--- config.mk ---
export PLATFORM = sky130hd
export DESIGN_NAME = seq_detect_scheduler
export DESIGN_NICKNAME = d
export VERILOG_FILES = /design/src/rtl/seq_detect_scheduler.sv
export SDC_FILE = /design/constraint.sdc
export NUM_CORES = 1
export LEC_CHECK = 0
export ABC_CLOCK_PERIOD_IN_PS = 4800
export BUFFER_PORTS_ARGS = -buffer_cell sky130_fd_sc_hd__buf_2
export CORE_ASPECT_RATIO = 1.2
export CORE_MARGIN = 8
export CORE_UTILIZATION = 58
export DETAILED_ROUTE_END_ITERATION = 8
export HOLD_SLACK_MARGIN = 0.05
export MAX_ROUTING_LAYER = met4
export PLACE_DENSITY = 0.79
export SYNTH_ARGS = -nofsm -noshare
export SYNTH_HDL_FRONTEND = slang
export SYNTH_SLANG_ARGS = --single-unit
--- constraint.sdc ---
create_clock -name clk_i -period 4.8 [get_ports clk_i]
set_clock_uncertainty 0.05 [all_clocks]
set_input_delay 0.48 -clock clk_i [delete_from_list [all_inputs] [get_ports clk_i]]
set_output_delay 0.48 -clock clk_i [all_outputs]
set_load 0.05 [all_outputs]
--- src/rtl/seq_detect_scheduler.sv ---
// seq_detect_scheduler
//
// This block runs one programmable serial sequence detector over LANES input
// bit streams. A round-robin arbiter accepts at most one bit per cycle. Each
// lane keeps its own shift history and fill level, so a lane matches
// independently of how its bits are interleaved with the other lanes.
//
// A config handshake loads a new pattern and overlap mode. The block then
// clears every lane's history, one lane per cycle, and resumes arbitration.
//
// States:
//   state   | meaning
//   --------+------------------------------------------------------------
//   S_RUN   | arbitrate lanes, shift accepted bits, accept config requests
//   S_CLEAR | wipe hist/fill of lane clr_idx_q, one lane per cycle
//
// Ports:
//   clk_i          rising-edge clock
//   rst_i          synchronous active-high reset
//   lane_valid_i   per-lane "bit offered"
//   lane_bit_i     per-lane offered bit
//   lane_ready_o   one-hot grant; bit accepted on lane_valid_i & lane_ready_o
//   cfg_valid_i    config request
//   cfg_pattern_i  new pattern (MSB is the first bit received)
//   cfg_overlap_i  1 = overlapping matches, 0 = history restarts after a match
//   cfg_ready_o    config accepted on cfg_valid_i & cfg_ready_o
//   match_valid_o  one-cycle match pulse, one clock after the accepting edge
//   match_lane_o   lane that matched; holds its last value otherwise
//   match_count_o  saturating number of matches since reset/reconfig
//   busy_o         high while the lane histories are being cleared
module seq_detect_scheduler #(
  parameter int                 LANES   = 4,
  parameter int                 PAT_LEN = 7,
  parameter logic [PAT_LEN-1:0] PATTERN = 7'b1100111,
  parameter int                 CNT_W   = 8
) (
  input  logic                       clk_i,
  input  logic                       rst_i,
  input  logic [LANES-1:0]           lane_valid_i,
  input  logic [LANES-1:0]           lane_bit_i,
  output logic [LANES-1:0]           lane_ready_o,
  input  logic                       cfg_valid_i,
  input  logic [PAT_LEN-1:0]         cfg_pattern_i,
  input  logic                       cfg_overlap_i,
  output logic                       cfg_ready_o,
  output logic                       match_valid_o,
  output logic [$clog2(LANES)-1:0]   match_lane_o,
  output logic [CNT_W-1:0]           match_count_o,
  output logic                       busy_o
);

  localparam int LW = $clog2(LANES);
  localparam int FW = $clog2(PAT_LEN + 1);

  typedef enum logic [0:0] {
    S_RUN   = 1'b0,
    S_CLEAR = 1'b1
  } state_t;

  state_t state_q, state_d;

  logic [PAT_LEN-1:0] pattern_q, pattern_d;
  logic               overlap_q, overlap_d;
  logic [LW-1:0]      rr_ptr_q, rr_ptr_d;
  logic [LW-1:0]      clr_idx_q, clr_idx_d;
  logic               match_valid_q, match_valid_d;
  logic [LW-1:0]      match_lane_q, match_lane_d;
  logic [CNT_W-1:0]   match_count_q, match_count_d;

  logic [PAT_LEN-1:0] hist_q [LANES];
  logic [PAT_LEN-1:0] hist_d [LANES];
  logic [FW-1:0]      fill_q [LANES];
  logic [FW-1:0]      fill_d [LANES];

  // Arbiter result
  logic          grant_any;
  logic [LW-1:0] grant_idx;

  // FSM-qualified handshakes
  logic accept;
  logic cfg_take;

  // Datapath for the granted lane
  logic [PAT_LEN-1:0] sel_hist;
  logic [FW-1:0]      sel_fill;
  logic               sel_bit;
  logic [PAT_LEN-1:0] new_hist;
  logic [FW-1:0]      new_fill;
  logic               hit;

  // --------------------------------------------------------------------------
  // Round-robin search: first valid lane at or after rr_ptr_q, with wrap.
  // The modulo is done by one conditional subtract, since both terms are
  // below LANES.
  // --------------------------------------------------------------------------
  always_comb begin
    logic [LW:0]   sum;
    logic [LW-1:0] cand;
    grant_any = 1'b0;
    grant_idx = '0;
    sum       = '0;
    cand      = '0;
    for (int k = 0; k < LANES; k++) begin
      sum = {1'b0, rr_ptr_q} + (LW+1)'(k);
      if (sum >= (LW+1)'(LANES)) begin
        sum = sum - (LW+1)'(LANES);
      end
      cand = sum[LW-1:0];
      if (!grant_any && lane_valid_i[cand]) begin
        grant_any = 1'b1;
        grant_idx = cand;
      end
    end
  end

  // --------------------------------------------------------------------------
  // FSM next-state and handshake outputs
  // --------------------------------------------------------------------------
  always_comb begin
    state_d      = state_q;
    clr_idx_d    = clr_idx_q;
    cfg_ready_o  = 1'b0;
    busy_o       = 1'b0;
    cfg_take     = 1'b0;
    accept       = 1'b0;
    lane_ready_o = '0;
    case (state_q)
      S_RUN: begin
        cfg_ready_o = 1'b1;
        if (cfg_valid_i) begin
          // Config wins over lanes, so no bit is taken on the accept edge.
          cfg_take  = 1'b1;
          clr_idx_d = '0;
          state_d   = S_CLEAR;
        end else if (grant_any) begin
          lane_ready_o = LANES'(1) << grant_idx;
          accept       = 1'b1;
        end
      end
      S_CLEAR: begin
        busy_o    = 1'b1;
        clr_idx_d = clr_idx_q + LW'(1);
        if (clr_idx_q == LW'(LANES - 1)) begin
          state_d = S_RUN;
        end
      end
      default: begin
        state_d = S_RUN;
      end
    endcase
  end

  always_ff @(posedge clk_i) begin
    if (rst_i) begin
      state_q   <= S_RUN;
      clr_idx_q <= '0;
    end else begin
      state_q   <= state_d;
      clr_idx_q <= clr_idx_d;
    end
  end

  // --------------------------------------------------------------------------
  // Shift/match datapath for the granted lane
  // --------------------------------------------------------------------------
  always_comb begin
    sel_hist = hist_q[grant_idx];
    sel_fill = fill_q[grant_idx];
    sel_bit  = lane_bit_i[grant_idx];
    // Shift form keeps every history bit in use; the oldest falls off the top.
    new_hist = (sel_hist << 1) | PAT_LEN'(sel_bit);
    new_fill = (sel_fill == FW'(PAT_LEN)) ? sel_fill : sel_fill + FW'(1);
    hit      = accept && (new_fill == FW'(PAT_LEN)) && (new_hist == pattern_q);
  end

  always_comb begin
    hist_d = hist_q;
    fill_d = fill_q;
    if (state_q == S_CLEAR) begin
      hist_d[clr_idx_q] = '0;
      fill_d[clr_idx_q] = '0;
    end else if (accept) begin
      if (hit && !overlap_q) begin
        hist_d[grant_idx] = '0;
        fill_d[grant_idx] = '0;
      end else begin
        hist_d[grant_idx] = new_hist;
        fill_d[grant_idx] = new_fill;
      end
    end
  end

  always_comb begin
    pattern_d     = pattern_q;
    overlap_d     = overlap_q;
    rr_ptr_d      = rr_ptr_q;
    match_valid_d = hit;
    match_lane_d  = match_lane_q;
    match_count_d = match_count_q;

    if (cfg_take) begin
      pattern_d     = cfg_pattern_i;
      overlap_d     = cfg_overlap_i;
      match_count_d = '0;
    end

    if (accept) begin
      rr_ptr_d = (grant_idx == LW'(LANES - 1)) ? '0 : grant_idx + LW'(1);
    end

    if (hit) begin
      match_lane_d = grant_idx;
      if (match_count_q != {CNT_W{1'b1}}) begin
        match_count_d = match_count_q + CNT_W'(1);
      end
    end
  end

  always_ff @(posedge clk_i) begin
    if (rst_i) begin
      pattern_q     <= PATTERN;
      overlap_q     <= 1'b1;
      rr_ptr_q      <= '0;
      match_valid_q <= 1'b0;
      match_lane_q  <= '0;
      match_count_q <= '0;
      for (int i = 0; i < LANES; i++) begin
        hist_q[i] <= '0;
        fill_q[i] <= '0;
      end
    end else begin
      pattern_q     <= pattern_d;
      overlap_q     <= overlap_d;
      rr_ptr_q      <= rr_ptr_d;
      match_valid_q <= match_valid_d;
      match_lane_q  <= match_lane_d;
      match_count_q <= match_count_d;
      hist_q        <= hist_d;
      fill_q        <= fill_d;
    end
  end

  assign match_valid_o = match_valid_q;
  assign match_lane_o  = match_lane_q;
  assign match_count_o = match_count_q;

endmodule

# [Word level (Yosys, flattened, before mapping)]
# Index checks and enable logic that the tools add are counted.
# W data, S select, Z words.
[totals] word_cells=136 inputBits=19 regBits=64 output_inout_bits=17
[op_classes] order_cmp=13 n_eq_ne=7 muxes=63 reduce_logical=13 add_sub_neg=11 bitwise=12 n_shift=1
[ops] cell="$mux W28" n=3
[ops] cell="$and A28 B28 Y28" n=2
[ops] cell="$not A28 Y28" n=2
[ops] cell="$mux W12" n=3
[ops] cell="$bwmux W28" n=1
[ops] cell="$demux W7 S2" n=2
[ops] cell="$and A12 B12 Y12" n=2
[ops] cell="$mux W8" n=3
[ops] cell="$not A12 Y12" n=2
[ops] cell="$mux W2" n=10
[ops] cell="$mux W1" n=17
[ops] cell="$ge A3 B3 Y1 const B" n=5
[ops] cell="$lt A2 B3 Y1 const B" n=5
[ops] cell="$mux W3" n=5
[ops] cell="$bmux W7 S2" n=1
[ops] cell="$mux W7" n=2
[ops] cell="$bwmux W12" n=1
[ops] cell="$demux W3 S2" n=2
[ops] cell="$mux W4" n=3
[ops] cell="$mux W6" n=2
[ops] cell="$bmux W1 S2" n=5
[ops] cell="$add A8 B1 Y8 const B" n=1
[ops] cell="$logic_and A1 B1 Y1" n=8
[ops] cell="$ne A8 B8 Y1 const B" n=1
[ops] cell="20 further kinds" n=32

# [Longest topological paths before layout]
# Gate-level depths: netlist (run 1).
[logic_depth] ltp_word=27 mapped_depth=16 mapped_depth_nobuf=13

# [Least setup slack after synthesis (run 1)]
# Ideal clock, no wire load.
[synth_path] kind="in2reg" start="input port lane_valid_i[2]" end="register fill_q[11] in the netlist's numbering" required_ns=4.603 cell_stages=16 n_path_buf=3 setup_time_ns=0.147 arrival_ns=3.258 setup_slack_ns=1.345 path_cell_list="nor2b_1 > a311o_1 > nand2_1 > buf_6 > mux2i_1 > mux2i_1 > ha_1 > nand2_1 > o22a_1 > nand3b_4 > a2111oi_4 > nand4b_1 > buf_2 > buf_6 > a31oi_1 > o22ai_1"
[synth_between] elab_chain_cells=25 word_cells_on_any_way=55 classes_between="1 x add/sub; 2 x order compare; 3 x eq/ne; 34 x mux; 4 x bitwise; 11 x reduce/logical"
[synth_lines] item="start: declaration" line="39" rtl="input logic [LANES-1:0] lane_valid_i,"
[synth_lines] item="$bmux W1 S2" line="109" rtl="if (!grant_any && lane_valid_i[cand]) begin"
[synth_lines] item="$mux W1 (implied by the code)" line="109"
[synth_lines] item="$mux W1" line="109"
[synth_lines] item="$logic_not A1 Y1" line="109"
[synth_lines] item="$logic_and A1 B1 Y1" line="109"
[synth_lines] item="$mux W1" line="109"
[synth_lines] item="$logic_not A1 Y1" line="109"
[synth_lines] item="$logic_and A1 B1 Y1" line="109"
[synth_lines] item="[... 8 more ...]"
[synth_lines] item="$add A3 B1 Y3 / $eq A3 B3 Y1 (equally long branches)" line="172" rtl="new_fill = (sel_fill == FW'(PAT_LEN)) ? sel_fill : sel_fill + FW'(1);"
[synth_lines] item="$mux W3" line="172"
[synth_lines] item="$eq A3 B3 Y1" line="173" rtl="hit = accept && (new_fill == FW'(PAT_LEN)) && (new_hist == pattern_q);"
[synth_lines] item="$logic_and A1 B1 Y1 (2 in series)" line="173"
[synth_lines] item="$logic_and A1 B1 Y1" line="183" rtl="if (hit && !overlap_q) begin"
[synth_lines] item="$mux W12" line="183"
[synth_lines] item="$mux W12" line="182" rtl="end else if (accept) begin"
[synth_lines] item="$mux W12" line="179" rtl="if (state_q == S_CLEAR) begin"
[synth_lines] item="end signal: assignment" line="239" rtl="fill_q <= fill_d;"
[synth_lines] item="end: declaration" line="72" rtl="logic [FW-1:0] fill_q [LANES];"
# Several ways; a longest one is shown, not always the timed one. The select of a mux whose other input is x is not followed.
# A chain may end at the register's enable or synchronous reset.

# [Worst setup path after layout (run 1)]
[layout_path] start="register rr_ptr_q[1]" end="register fill_q[4] in the netlist's numbering"
[layout_between] elab_chain_cells=27 word_cells_on_any_way=70 classes_between="8 x add/sub; 6 x order compare; 3 x eq/ne; 38 x mux; 4 x bitwise; 11 x reduce/logical"
[layout_lines] item="start: declaration" line="64" rtl="logic [LW-1:0] rr_ptr_q, rr_ptr_d;"
[layout_lines] item="start signal: assignment" line="234" rtl="rr_ptr_q <= rr_ptr_d;"
[layout_lines] item="parallel branches: the longest is 27 deep, another holds $add A2 B1 Y3"
# Several ways; the timed one is not identified. The select of a mux whose other input is x is not followed.

==> results.cfg, run 1 <==
[routing]
totalWireLength_microns = 7583
drc = 0
vias = 2731
ant_nets = 0
drt-initial-drc-count = 199
drt_first_pass_iters = 4
viasPerCell = 6.137
wire_per_inst_microns = 17.04

[worst_setup_path]
crit_family = compound AO/OA/AOI/OAI gates
cp_slowest_stage_delay_ns = 0.46
path_buf_inv = 2
crit_fanout = 29
cp_num_cells = 13
crit_type = reg -> reg
crit_arrival_ns = 4.21
slowest_stage = or2_2
crit_required_ns = 4.97
ff2ff_path_depth = 13
critPathLaunchType = register
worstPathCellList = mux2i_1, o32ai_1, or2_2, inv_1, mux2i_1, ha_1, nand2_1, o22a_1, nand3b_4, a2111oi_4, nand4b_1, buf_4, a32o_1
path_common_cell = mux2i_1
cp-end-kind = register

[logic_synthesis]
synth_area_per_cell_sq_um = 9.090
synth.distinct_cells = 53
synth_seq_cells = 60
synth_edf_count = 0
synth_ff_type = dfxtp_1
syn_nets = 376
synth.largest_area_cell = dfxtp_1
ys_seq_area_frac = 0.3808
asyncSetResetFlopFracSynth = 0
syn_inst = 347
netlist.area_leader.share = 0.3808
synth_area_sq_mm = 0.003154
yosysWarnings = 0
yosys-top-cells-area = dfxtp_1 (38%), mux2i_1 (9.8%), a32o_1 (7.0%)

[place]
place_hpwl_microns = 5369
dp.cells = 430
gp_congestion = 0.8804
portBuffers = 35
dp_slack_ns = 0.6345

[power]
p_switching_mw = 0.3198
powerDensity_mw_per_mm2 = 322.9
combPwrFrac = 0.152
sequentialPowerShare = 0.459
clkPwrFrac = 0.389
p_total_mw = 1.143
leakage_nw = 1.543
max-vdd-ir-drop_mv = 0.2538
netSwitchingFraction = 0.2799
p_int_mw = 0.8230

[grt]
grt_pass1_wl_microns = 12830
grt_max_degree = 30
grt_pass1_vias = 2716
grt-ovfl-total = 0
track_usage = 0.1934
antenna_found_initial = 0

[cts]
cts_made_buffers = 9
post-cts-setup-buffers = 0
cts_tree = built
clockBufferDepth = 2
cts_hold_buf = 0
insertion_delay_ns = 0.33
cts-resized-gates = 0
clock-sinks = 60
cts_root_buffer = clkbuf_8
h-tree-depth = 3
path_clk_slew_ns = 0.06

[sta]
drv_slew = 0
fmax_mhz = 247.4
hold_violations = 0
max_slew_margin = 0.2486
min_period_ns = 4.042
worst_slack_ns = 0.7581
rsz0062_at_grt = false
finalSetupViolations = 0
worst_pin_slew_ns = 1.119
fin_setup_tns_ns = 0
finalCritPeriodShare = 0.8421

[floorplanning]
die_h_microns = 96.79
dieArea_sq_mm = 0.008064
pin_count = 36
num_rows = 29
core_sq_mm = 0.005261
start_util = 0.5995
die_x_microns = 83.32

[layout]
drive_gt1_frac = 0.1593
syn_to_final_growth_pct = 12.22
n_antenna_cell = 0
fillCellCount = 435
nets = 408
instances_no_fill = 445

[hold_path]
min_path_type = in -> reg
hold_depth = 3

[status]
status = finished clean

[run]
cap_violations = 0
metal layers:
| metal | wire, microns | global-route usage |
|---|---|---|
| met5 | 0 | - |
| met4 | 114 | 0.06233 |
| met3 | 414 | 0.04530 |
| met2 | 3621 | 0.3159 |
| met1 | 3431 | 0.2277 |
cell type report:
cell class                 count  area (sq um)  area share
clock inverter                 4         50.05     0.01414
clock buffer                  11         141.4     0.03994
inverter                      16         60.06     0.01697
sequential                    60          1201      0.3393
timing repair buffer          40         212.7     0.06009
tap                           62         77.57     0.02192
multi-input combinational    252          1797      0.5076
worst register-to-register path, stage by stage, from the launching register on:
cell	delay, ns
dfxtp_1	0.41
mux2i_1	0.21
o32ai_1	0.12
or2_2	0.46
inv_1	0.40
mux2i_1	0.43
ha_1	0.26
nand2_1	0.06
o22a_1	0.26
nand3b_4	0.19
a2111oi_4	0.37
nand4b_1	0.15
buf_4	0.26
a32o_1	0.29
path summary, 6_finish.rpt:
check	to	slack, ns	from
worst max-delay path	fill_q[4]	0.76	rr_ptr_q[1]
worst min-delay path	pattern_q[0]	0.31	cfg_pattern_i[0]
worst max register to register	fill_q[4]	0.76	rr_ptr_q[1]
worst min register to register	overlap_q	0.42	overlap_q
power groups by stage:
stage               registers [mW]  clock network, mW  logic, mW
floorplan                    0.533                  0      0.131
global placement             0.535                  0      0.169
detailed placement           0.536                  0      0.171
CTS                          0.524              0.447      0.172
global route                 0.526              0.469      0.189
finish                       0.525              0.445      0.174
synth_stat cells, types with 7 or more instances:
cell type / instances
dfxtp_1: 60
nand2_1: 38
mux2i_1: 31
a32o_1: 22
nor2_1: 21
inv_1: 15
nand3_1: 15
a21oi_1: 14
clkbuf_1: 10
ha_1: 10
a22o_1: 9
nor2b_1: 7
sequential cells by signal, summed over array words and instances, names as in the netlist:
name           flops
clr_idx_q          2
fill_q            12
hist_q            24
match_count_o      8
match_lane_o       2
match_valid_o      1
overlap_q          1
pattern_q          7
rr_ptr_q           2
state_q            1
cell families (layout without fill, tap and decap cells):
logic type / count (synthesis) / after routing / share of synthesized area
xor+xnor: 9 / 9 / 0.02499
buf+inv: 35 / 71 / 0.04958
mux: 33 / 33 / 0.1063
fa+ha+maj: 10 / 10 / 0.03967
compound gates: 82 / 82 / 0.2102
flops: 60 / 60 / 0.3808
simple gates: 118 / 118 / 0.1884
cells in the final DEF (no fill, tap or decap), drive strengths merged, types with 6 or more instances in the layout:
cell and count:
dfxtp 60, buf 40, nand2 38, mux2i 32
a32o 22, nor2 21, inv 16, nand3 15
a21oi 14, clkbuf 11, ha 10, a22o 9
nor2b 7, nand3b 7, nor3 6, o21ai 6
and3 6, xor2 6
metrics by stage:
| step | hold WS [ns] | utilization | cell area, sq um |
|---|---|---|---|
| 2_1_floorplan | 0.3814 | - | 3154 |
| 3_3_place_gp | 0.3936 | 0.6364 | 3348 |
| 3_5_place_dp | 0.3997 | 0.6364 | 3348 |
| 4_1_cts | 0.3023 | 0.6728 | 3540 |
| 5_1_grt | 0.3102 | 0.6728 | 3540 |
| 6_report | 0.3085 | 0.6728 | 3540 |
Note: power is estimated with default switching activity, not from simulation.
==> inputs of run 2 (changes only) <==
==> config.mk (replaced) <==
export PLATFORM = sky130hd
export DESIGN_NAME = seq_detect_scheduler
export DESIGN_NICKNAME = d
export VERILOG_FILES = /design/src/rtl/seq_detect_scheduler.sv
export SDC_FILE = /design/constraint.sdc
export NUM_CORES = 1
export LEC_CHECK = 0
export ABC_CLOCK_PERIOD_IN_PS = 3500
export BUFFER_PORTS_ARGS = -buffer_cell sky130_fd_sc_hd__buf_2
export CORE_ASPECT_RATIO = 1.2
export CORE_MARGIN = 8
export CORE_UTILIZATION = 53
export DETAILED_ROUTE_END_ITERATION = 8
export HOLD_SLACK_MARGIN = 0.05
export MAX_ROUTING_LAYER = met4
export PLACE_DENSITY = 0.76
export SYNTH_ARGS = -nofsm -noshare
export SYNTH_HDL_FRONTEND = slang
export SYNTH_SLANG_ARGS = --single-unit
==> constraint.sdc (replaced) <==
create_clock -name clk_i -period 3.5 [get_ports clk_i]
set_clock_uncertainty 0.05 [all_clocks]
set_input_delay 0.35 -clock clk_i [delete_from_list [all_inputs] [get_ports clk_i]]
set_output_delay 0.35 -clock clk_i [all_outputs]
set_load 0.05 [all_outputs]
==> run 2 against run 1 <==
  * Highest routed layer unchanged
  * Combinational power up 53%
  * Core utilization down 4.0 points
  * Clock power up 32%
  * Sequential cell count unchanged
  * Sequential share of layout area down 1.6 points
  * Critical path depth up 1
  * First-iteration DRC count up 19%
  * Die area up 7.7%
  * Sequential power up 37%
  * Critical path type unchanged
  * Via count up 5.8%
==> results.cfg, run 2 (same netlist as run 1, synthesis figures left out) <==
[worst_setup_path]
crit_type = reg -> reg
crit_fanout = 5
crit_required_ns = 3.69
ff2ff_path_depth = 14
cp-end-kind = register
crit_arrival_ns = 3.61
critPathLaunchType = register

[routing]
drt-initial-drc-count = 237
viasPerCell = 5.983
totalWireLength_microns = 8202
ant_nets = 0
drc = 0
vias = 2890
wire_per_inst_microns = 16.98
drt_first_pass_iters = 7

[layout]
mostFrequentLayoutCell = dfxtp_1
largest_reg_flops = 24
syn_to_final_growth_pct = 18.21
drive_gt1_frac = 0.2120
n_antenna_cell = 0
final_util = 0.6324
nets = 426
final_cell_mix = dfxtp_1 (59), nand2_1 (38), buf_2 (35), mux2i_1 (29), a32o_1 (22)
regMostFlops = hist_q

[power]
powerDensity_mw_per_mm2 = 422.0
leakage_nw = 1.626
max-vdd-ir-drop_mv = 0.3065

[place]
portBuffers = 35
gp_congestion = 0.8928
dp_slack_ns = 0.02159
place_hpwl_microns = 5847

[cts]
clock-sinks = 60
cts_made_buffers = 9
cts_tree = built
clockBufferDepth = 2
path_clk_slew_ns = 0.07
h-tree-depth = 3
insertion_delay_ns = 0.34
cts_root_buffer = clkbuf_8
cts_hold_buf = 0

[sta]
fmax_mhz = 292.1
hold_violations = 0
finalCritPeriodShare = 0.9782
worst_slack_ns = 0.07645
min_period_ns = 3.424
finalSetupViolations = 0
max_slew_margin = 0.4575
drv_slew = 0
worst_pin_slew_ns = 0.8121
hold_ws_ns = 0.1700
fin_setup_tns_ns = 0

[run]
cap_violations = 0

[grt]
grt_pass1_vias = 2768
track_usage = 0.1993
antenna_found_initial = 0
grt-ovfl-total = 0
grt_max_degree = 29
grt_pass1_wl_microns = 13250

[floorplanning]
dieArea_sq_mm = 0.008687
die_h_microns = 100.5
start_util = 0.5350
die_x_microns = 86.43
core_sq_mm = 0.005896
num_rows = 31
pin_count = 36

[hold_path]
min_path_type = in -> reg
hold_depth = 3

[status]
status = finished clean
run 2: changes by cell type in the layout (fill, tap and decap cells not counted), sizes merged:
cell	delta
and3	+1
buf	+17
clkinv	+1
clkinvlp	-1
run 2: critical path, stage by stage (launching register included):
cell and delay, ns:
dfxtp_4 0.38, mux2i_1 0.23, o32ai_2 0.12, or2_2 0.32, inv_2 0.11, mux2i_2 0.27
ha_2 0.24, nand2_1 0.06, o22a_1 0.25, nand3b_4 0.19, a2111oi_4 0.36, nand4b_1 0.14
buf_4 0.18, and3_2 0.23, a22o_1 0.19
run 2: final cells by class:
type,count,area [sq um]
Fill cell,510,2167
Multi-Input combinational cell,253,1827
Sequential cell,60,1205
Timing Repair Buffer,57,351.6
Clock buffer,11,131.4
Tap cell,82,102.6
Inverter,16,60.06
Clock inverter,4,51.30
run 2: path summary, 6_finish.rpt:
path / startpoint / endpoint / slack [ns]
hold reg to reg: hist_q[11] / hist_q[11] / 0.42
hold / removal: cfg_pattern_i[6] / pattern_q[6] / 0.17
setup reg to reg: rr_ptr_q[1] / hist_q[1] / 0.08
setup / recovery: rr_ptr_q[1] / hist_q[1] / 0.08
run 2: repair_timing:
item | 4_1_cts | 5_1_grt
endpoints found under the setup margin | 0 | 41
setup buffers | 0 | 2
endpoints found under the hold margin | 0 | 0
resized for setup | 0 | 14
run 2: metal layers:
metal | share of wire | track usage | up-vias
li1 | - | - | 1380
met1 | 0.43 | 0.2289 | 1365
met2 | 0.48 | 0.3104 | 111
met3 | 0.053 | 0.03589 | 34
met4 | 0.037 | 0.1341 | 0
met5 | 0 | - | -
run 2: power breakdown:
group / switching (mW) / internal [mW] / total (mW)
registers: 0.0191 / 0.702 / 0.721
logic: 0.165 / 0.101 / 0.266
clock network: 0.262 / 0.325 / 0.587
run 2: through the flow:
step	instance area [sq um]	cells	total power, mW
floorplan	3154	347	0.9102
global placement	3478	464	0.9856
detailed placement	3478	464	0.9912
CTS	3661	479	1.574
global route	3729	483	1.637
finish	3729	483	1.574
==> inputs of run 3 (changes only) <==
--- a/config.mk
+++ b/config.mk
@@ -5,15 +5,16 @@
 export SDC_FILE = /design/constraint.sdc
 export NUM_CORES = 1
 export LEC_CHECK = 0
+export ABC_AREA = 1
 export ABC_CLOCK_PERIOD_IN_PS = 3500
 export BUFFER_PORTS_ARGS = -buffer_cell sky130_fd_sc_hd__buf_2
 export CORE_ASPECT_RATIO = 1.2
 export CORE_MARGIN = 8
-export CORE_UTILIZATION = 53
+export CORE_UTILIZATION = 56
 export DETAILED_ROUTE_END_ITERATION = 8
 export HOLD_SLACK_MARGIN = 0.05
 export MAX_ROUTING_LAYER = met4
-export PLACE_DENSITY = 0.76
+export PLACE_DENSITY = 0.78
 export SYNTH_ARGS = -nofsm -noshare
 export SYNTH_HDL_FRONTEND = slang
 export SYNTH_SLANG_ARGS = --single-unit
==> run 3 against run 2 <==
  * First-iteration DRC count is 86% higher
  * Die area rose by 39%
  * Sequential share of layout area decreased by 11 points
  * Critical path type is now reg -> out
  * Critical endpoint is now lane_ready_o[2]
  * Largest cell class unchanged
  * Highest routed layer unchanged
==> results.cfg, run 3 <==
[status]
status = finished clean

[place]
portBuffers = 35
gp_congestion = 0.9948
dp.cells = 1009
place_hpwl_microns = 10990
place_area_sq_mm = 0.005210

[sta]
finalCritPeriodShare = 0.9425
drv_slew = 0
max_slew_margin = 0.4779
finalSetupViolations = 0
rsz0062_at_grt = true
min_period_ns = 3.299
fmax_mhz = 303.1
worst_pin_slew_ns = 0.7803
hold_ws_ns = 0.1552
hold_violations = 0

[logic_synthesis]
synth.largest_area_cell = dfxtp_1
synth_seq_cells = 60
post-synth-top-count-cell = nand2_1
synth_edf_count = 0
synth.distinct_cells = 35
syn_nets = 902
synth_area_per_cell_sq_um = 5.651
yosys-top-cells-area = dfxtp_1 (24%), nand2_1 (24%), nand3_1 (11%)
syn_inst = 873
ys_seq_area_frac = 0.2435
netlist.area_leader.share = 0.2435
synth_ff_type = dfxtp_1
synthTopCellsByCount = nand2_1 (318), nor2_1 (124), nand3_1 (108)
asyncSetResetFlopFracSynth = 0
yosysWarnings = 0
synth_area_sq_mm = 0.004933

[worst_setup_path]
critPathLaunchType = register
cp-end-kind = primary output
crit_fanout = 11
crit_arrival_ns = 2.90
crit_type = reg -> out
crit_required_ns = 3.10

[grt]
track_usage = 0.2610
antenna_found_initial = 0
grt_pass1_wl_microns = 24750
grt-ovfl-total = 0
grt_pass1_vias = 5376
grt_max_degree = 39

[layout]
drive_gt1_frac = 0.1537
n_antenna_cell = 0
largest_reg_flops = 24
final_cell_mix = nand2_1 (317), nor2_1 (124), nand3_1 (108), inv_1 (77), dfxtp_1 (58)
fin_area_sq_mm = 0.005608
final_util = 0.6548
instances_no_fill = 1041
syn_to_final_growth_pct = 13.67
nets = 950
regMostFlops = hist_q
mostFrequentLayoutCell = nand2_1

[cts]
insertion_delay_ns = 0.35
cts_hold_buf = 0
cts_root_buffer = clkbuf_8
cts_made_buffers = 9
clockBufferDepth = 2
clock-sinks = 60
path_clk_slew_ns = 0.06
h-tree-depth = 3
cts_tree = built

[floorplanning]
core_sq_mm = 0.008564
die_x_microns = 101.7
start_util = 0.5760
die_h_microns = 118.8
pin_count = 36
dieArea_sq_mm = 0.01208
num_rows = 37

[routing]
drt-initial-drc-count = 442
wire_per_inst_microns = 14.43
viasPerCell = 5.523
drt_first_pass_iters = 5
drc = 0
ant_nets = 0
totalWireLength_microns = 15030
vias = 5749

[run]
cap_violations = 0

[hold_path]
min_path_type = in -> reg

[power]
max-vdd-ir-drop_mv = 0.2889
p_total_mw = 4.233
leakage_nw = 2.896
powerDensity_mw_per_mm2 = 754.8
-- run 3: cells by family after synthesis --
logic type               Yosys count  share of synthesized area
AND/OR/NAND/NOR                  604                     0.5382
buffers and inverters            125                     0.1101
AO/OA/AOI/OAI                     72                    0.07938
flip-flops                        60                     0.2435
adder cells (fa/ha/maj)           10                    0.02536
XOR/XNOR                           2                   0.003551
-- run 3: timing repair --
action,in CTS,in global routing
setup buffers,0,18
setup endpoints to repair,0,49
resized for setup,0,21
-- run 3: worst max-delay path, stage by stage, from the launching register on --
cell     delay [ns]
dfxtp_4        0.37
buf_4          0.15
nand2_1        0.07
nand2_2        0.08
nand2_2        0.09
nand2_2        0.07
nor2_4         0.14
nand3_4        0.10
nand3_4        0.16
buf_4          0.20
ha_1           0.36
inv_1          0.27
nor2_1         0.19
buf_2          0.29
-- run 3: power by group --
part	switching (mW)	internal (mW)	total, mW
Sequential	0.132	0.804	0.937
Combinational	1.79	0.882	2.67
Clock	0.270	0.359	0.629
-- run 3: path summary, 6_finish.rpt --
kind | start | end | slack (ns) | cells after the start
worst max-delay path | rr_ptr_q[0] | lane_ready_o[2] | 0.20 | 13
worst min-delay path | cfg_pattern_i[6] | pattern_q[6] | 0.16 | 3
worst max register to register | rr_ptr_q[0] | hist_q[22] | 0.27 | 23
worst min register to register | hist_q[1] | hist_q[1] | 0.42 | 2
-- run 3: cell type report --
type	instances	area (sq um)
clock buffers	12	155.1
clock inverters	2	35.03
fillers	854	2957
inverters	86	341.6
multi-input cells	688	3223
flip-flops and latches	60	1206
well taps	117	146.4
repair buffers	76	500.5
-- run 3: metrics by stage --
stage          worst slack (ns)  setup TNS (ns)
6_report                 0.2013               0
2_1_floorplan            0.3602               0
3_3_place_gp             0.1868               0
4_1_cts                 0.02822               0
3_5_place_dp            0.04778               0
5_1_grt                -0.03008         -0.1250
-- run 3: layer usage --
metal,vias to the layer above,global-route usage,share of wire
met5,-,-,0
met4,0,0.1457,0.047
met3,57,0.05478,0.058
met2,217,0.4080,0.47
met1,2630,0.3020,0.43
li1,2845,-,-
